$ cat src/rtl/mem_stage.sv
// LC-3b memory stage: data-cache sequencer for LDB/STB/LDR/STR/LDI/STI; non-memory ops pass alu_in straight through.
// Latency: 3 cycles minimum for direct ops (present, ACCESS, DONE); LDI/STI 4; each cache wait cycle adds one.
// Backpressure: mem_stall freezes upstream while a request is open; build option MEM_STALL_COUNT_EN enables stall_count.
module mem_stage (
  input  logic        clk,
  input  logic        rst_n,
  input  logic        valid_in,
  input  logic [3:0]  opcode,
  input  logic [15:0] alu_in,
  input  logic [15:0] store_in,
  output logic [15:0] dmem_addr,
  output logic        dmem_read,
  output logic        dmem_write,
  output logic [1:0]  dmem_wmask,
  output logic [15:0] dmem_wdata,
  input  logic [15:0] dmem_rdata,
  input  logic        dmem_resp,
  output logic [15:0] mem_data_out,
  output logic        mem_stall,
  output logic [15:0] stall_count
);

  typedef enum logic [1:0] {IDLE, ACCESS, INDIRECT, DONE} state_t;

  localparam logic [3:0] OP_LDB = 4'b0010;
  localparam logic [3:0] OP_STB = 4'b0011;
  localparam logic [3:0] OP_LDR = 4'b0110;
  localparam logic [3:0] OP_STR = 4'b0111;
  localparam logic [3:0] OP_LDI = 4'b1010;
  localparam logic [3:0] OP_STI = 4'b1011;

  state_t      state_q, state_d;
  logic [3:0]  op_q;
  logic [15:0] addr_q;
  logic [15:0] store_q;
  logic [14:0] ptr_q;
  logic [15:0] load_q;

  logic start;
  logic op_is_byte, op_is_load, op_is_ind;
  logic [15:0] word_addr;

  assign start      = valid_in && (opcode == OP_LDB || opcode == OP_STB || opcode == OP_LDR ||
                                   opcode == OP_STR || opcode == OP_LDI || opcode == OP_STI);
  assign op_is_byte = (op_q == OP_LDB) || (op_q == OP_STB);
  assign op_is_load = (op_q == OP_LDB) || (op_q == OP_LDR) || (op_q == OP_LDI);
  assign op_is_ind  = (op_q == OP_LDI) || (op_q == OP_STI);
  assign word_addr  = {addr_q[15:1], 1'b0};

  always_ff @(posedge clk or negedge rst_n) begin
    if (!rst_n) state_q <= IDLE;
    else        state_q <= state_d;
  end

  always_comb begin
    state_d = state_q;
    case (state_q)
      IDLE:     if (start) state_d = ACCESS;
      ACCESS:   if (dmem_resp) state_d = op_is_ind ? INDIRECT : DONE;
      INDIRECT: if (dmem_resp) state_d = DONE;
      DONE:     state_d = IDLE;
      default:  state_d = IDLE;
    endcase
  end

  always_ff @(posedge clk or negedge rst_n) begin
    if (!rst_n) begin
      op_q    <= 4'h0;
      addr_q  <= 16'h0;
      store_q <= 16'h0;
      ptr_q   <= 15'h0;
      load_q  <= 16'h0;
    end else begin
      if (state_q == IDLE && start) begin
        op_q    <= opcode;
        addr_q  <= alu_in;
        store_q <= store_in;
      end
      if (state_q == ACCESS && dmem_resp) begin
        if (op_is_ind) ptr_q <= dmem_rdata[15:1];
        else if (op_q == OP_LDR) load_q <= dmem_rdata;
        else if (op_q == OP_LDB) load_q <= {8'h00, addr_q[0] ? dmem_rdata[15:8] : dmem_rdata[7:0]};
      end
      if (state_q == INDIRECT && dmem_resp && op_q == OP_LDI) load_q <= dmem_rdata;
    end
  end

  // Request outputs are pure functions of state so reset drops them without waiting for a clock.
  always_comb begin
    dmem_addr    = 16'h0;
    dmem_read    = 1'b0;
    dmem_write   = 1'b0;
    dmem_wmask   = 2'b00;
    dmem_wdata   = 16'h0;
    mem_data_out = 16'h0;
    mem_stall    = 1'b0;
    case (state_q)
      IDLE: begin
        mem_data_out = alu_in;
        mem_stall    = start;
      end
      ACCESS: begin
        mem_stall = 1'b1;
        dmem_addr = op_is_byte ? addr_q : word_addr;
        if (op_q == OP_STB) begin
          dmem_write = 1'b1;
          dmem_wmask = addr_q[0] ? 2'b10 : 2'b01;
          dmem_wdata = {store_q[7:0], store_q[7:0]};
        end else if (op_q == OP_STR) begin
          dmem_write = 1'b1;
          dmem_wmask = 2'b11;
          dmem_wdata = store_q;
        end else begin
          dmem_read = 1'b1;
        end
      end
      INDIRECT: begin
        mem_stall = 1'b1;
        dmem_addr = {ptr_q, 1'b0};
        if (op_q == OP_STI) begin
          dmem_write = 1'b1;
          dmem_wmask = 2'b11;
          dmem_wdata = store_q;
        end else begin
          dmem_read = 1'b1;
        end
      end
      DONE: mem_data_out = op_is_load ? load_q : addr_q;
      default: ;
    endcase
  end

`ifdef MEM_STALL_COUNT_EN
  logic [15:0] stall_cnt_q;
  always_ff @(posedge clk or negedge rst_n) begin
    if (!rst_n)                              stall_cnt_q <= 16'h0;
    else if (mem_stall && stall_cnt_q != 16'hFFFF) stall_cnt_q <= stall_cnt_q + 16'h1;
  end
  assign stall_count = stall_cnt_q;
`else
  assign stall_count = 16'h0000;
`endif

endmodule

$ cat config.mk
export PLATFORM = sky130hd
export DESIGN_NAME = mem_stage
export DESIGN_NICKNAME = d
export VERILOG_FILES = /design/src/rtl/mem_stage.sv
export SDC_FILE = /design/constraint.sdc
export NUM_CORES = 1
export LEC_CHECK = 0
export CAP_MARGIN = 20
export CORE_MARGIN = 2
export CORE_UTILIZATION = 25
export CTS_BUF_LIST = sky130_fd_sc_hd__clkbuf_4 sky130_fd_sc_hd__clkbuf_8 sky130_fd_sc_hd__clkbuf_16
export CTS_CLUSTER_SIZE = 20
export DETAILED_ROUTE_END_ITERATION = 12
export SYNTH_ARGS = -nofsm -noshare
export SYNTH_HDL_FRONTEND = slang
export SYNTH_SLANG_ARGS = --single-unit
$ cat constraint.sdc
create_clock -name clk -period 4.7 [get_ports clk]
set_clock_uncertainty 0.1 [all_clocks]
set_input_delay 1.175 -clock clk [delete_from_list [all_inputs] [get_ports clk]]
set_output_delay 1.175 -clock clk [all_outputs]
set_load 0.02 [all_outputs]
==> results.json <==
{
  "status": "complete, no violations",
  "fin_tns_setup_ns": 0,
  "die-height_microns": 130,
  "drive_gt1_share_pct": 20.1,
  "ys.warnings.count": 0,
  "peakVddDrop_v": 0.000246,
  "setup_violations": 0,
  "yosysSeqAreaShare_pct": 43.5,
  "power.share.clock_pct": 20.0,
  "synth_top_area_share_pct": 43.5,
  "synth_area_leaders": "dfrtp_1 43%, mux2_2 16%, a22o_1 5.1%, a21oi_1 3.3%, buf_4 3.2%",
  "slew_viol_final": 0,
  "routed-via-count": 3231,
  "ios": 125,
  "tightest_slew_ns": 0.915,
  "drcViolationCount": 0,
  "use_met1_pct": 20.0,
  "fin_crit_ns": 4.28,
  "cts_sinks": 69,
  "drtPass1Iterations": 4,
  "antenna_left": 0,
  "ys_types": 41,
  "clockRootBuffer": "clkbuf_16",
  "syn_area_per_cell_sq_um": 10.6,
  "switching_share_pct": 39.4,
  "path_class": "reg -> out",
  "nFillCells": 1568,
  "top_usage_layer": "met2",
  "synth-main-ff-cell": "dfrtp_1",
  "post-cts-setup-buffers": 0,
  "start_util_pct": 25.3,
  "required_ns": 3.42,
  "ctsResizeCount": 0,
  "first_global_vias": 3334,
  "whs_path_depth": 1,
  "overflow": 0,
  "timing.fmax_mhz": 234,
  "rows": 46,
  "syn2layout_area_growth_pct": 38.7,
  "antenna_found_initial": 0,
  "viasPerCell": 4.66,
  "portBuffers": 108,
  "min_to": "load_q[8]$_DFFE_PN0P_",
  "rsz0062_at_grt": "false",
  "hold_path.class": "reg -> reg",
  "clk_path_buf_depth": 2,
  "fin_nets": 534,
  "grt_max_degree": 70,
  "seq_area_sq_mm": 0.00173,
  "gr-usage-all-layers_pct": 14.2,
  "reg2reg_to": "op_q[2]$_DFFE_PN0P_",
  "die-area_sq_mm": 0.0169,
  "drt_iter0_markers": 145,
  "dp_hpwl_microns": 8130,
  "cp_max_fo": 32,
  "powerDensity_mw_per_mm2": 689,
  "syn_area_sq_mm": 0.00397,
  "ys_top_cells_by_count": "69 x dfrtp_1, 58 x mux2_2, 26 x a21oi_1",
  "use_met2_pct": 22.1,
  "multi_input_area_sq_mm": 0.00203,
  "reg2reg_slack_ns": 2.28,
  "wl_microns": 11700,
  "p_sw_mw": 1.50,
  "async_flop_share_pct": 100,
  "synth_cells": 374,
  "cts_tree": "done",
  "r2r-start": "state_q[0]$_DFFE_PN0P_",
  "core_sq_mm": 0.0157,
  "timing.hold.ws_ns": 0.397,
  "synth.largest_area_cell": "dfrtp_1",
  "antennaDiodeCount": 0,
  "cts-buffers-inserted": 9,
  "synth_edf_count": 0,
  "wire_per_inst_microns": 16.8,
  "clk_latency_ns": 0.33,
  "synth.most_common_cell": "dfrtp_1",
  "clkTransAtPathRegs_ns": 0.05,
  "internal_power_mw": 2.30,
  "p_comb_share_pct": 51.1,
  "rr_worst_depth": 5,
  "endpoint_kind": "primary output",
  "synth-seq-cells": 69,
  "grt_use_met3_pct": 2.79,
  "critPathArrivalTime_ns": 3.00,
  "leakagePower_nw": 2.31,
  "grt_pass1_wl_microns": 18400,
  "period_share_pct": 91.0,
  "hold_buffers": 0,
  "hold_viol": 0,
  "gp_congestion": 0.748,
  "min_from": "load_q[8]$_DFFE_PN0P_",
  "max_slew_margin_pct": 39.0,
  "htree_levels": 3,
  "die_width_microns": 130,
  "maxCapViolCount": 0,
  "pwr-share-seq_pct": 28.9,
  "cp-start-kind": "flop"
}
cell usage in the layout, fill, tap and decap left out, types with 2 or more instances in the layout:
master	n
inv_1	3
a22o_1	23
a22oi_1	8
conb_1	16
ha_1	5
bufinv_16	2
clkdlybuf4s50_1	107
and2_4	7
a21boi_0	16
clkbuf_16	9
clkbuf_8	2
nor2b_1	2
nand2b_1	3
mux2_2	58
nor2_1	22
o21a_1	2
and2_1	3
a31oi_1	2
dfrtp_1	69
o21ai_0	18
buf_4	8
a21oi_1	26
and3_1	18
nand2_1	22
mux2i_1	8
critical path, cell delays in order (launching register included):
cell and delay, ns:
dfrtp_1 0.51, buf_4 0.24, nand2_1 0.55, a21boi_0 0.39, o21ai_0 0.15, a21oi_1 0.21, clkdlybuf4s50_1 0.62
metal layers:
metal | vias up | share of wire [%]
met1 | 1611 | 47
met4 | 0 | 1.6
met2 | 97 | 46
met5 | - | 0
li1 | 1510 | -
met3 | 13 | 5.1
power groups by stage:
stage	Clock, mW	Sequential (mW)	Combinational, mW
after floorplan	0	1.01	1.31
after global placement	0	1.09	1.92
after detailed placement	0	1.10	1.95
after CTS	0.774	1.09	1.96
after global routing	0.798	1.14	2.12
final	0.760	1.10	1.94
logic make-up after synthesis:
kind of cell	count (synthesis)	share of synthesized area, %
buffers and inverters	46	6.81
and+or+nand+nor	85	11.9
adders and majority gates	5	1.58
muxes	66	18.5
AOI/OAI and AO/OA	102	17.6
DFF	69	43.5
other	1	0.0945
registers in the layout, summed over array words and instances (netlist names):
| signal | cells |
|---|---|
| store_q | 16 |
| ptr_q | 15 |
| load_q | 16 |
| state_q | 2 |
| op_q | 4 |
| addr_q | 16 |
through the flow:
step	setup slack [ns]	utilization (%)	power (mW)	instances	instance area (sq um)
after CTS	0.407	35.0	3.83	694	5510
after global placement	0.812	32.9	3.01	678	5170
final	0.423	35.0	3.80	694	5510
after detailed placement	0.787	32.9	3.05	678	5170
after floorplan	1.32	-	2.32	389	4030
after global routing	0.162	35.0	4.06	694	5510
final cells by class:
| class | count | area share (%) |
|---|---|---|
| clock inverter | 5 | 1.48 |
| clock buffer | 11 | 4.59 |
| inverter | 4 | 0.273 |
| multi-input combinational | 274 | 36.9 |
| timing repair buffer | 115 | 20.5 |
| sequential | 69 | 31.4 |
| tap | 216 | 4.91 |
worst max path at each step:
stage	from	end	slack (ns)
floorplan	opcode[2]	mem_stall	1.32
global placement	opcode[2]	mem_stall	0.81
detailed placement	opcode[2]	mem_stall	0.79
CTS	state_q[1]$_DFFE_PN0P_	dmem_wmask[1]	0.41
global route	op_q[2]$_DFFE_PN0P_	mem_data_out[7]	0.16
finish	op_q[2]$_DFFE_PN0P_	mem_data_out[5]	0.42
No activity file was read; power rests on OpenSTA's default activity.
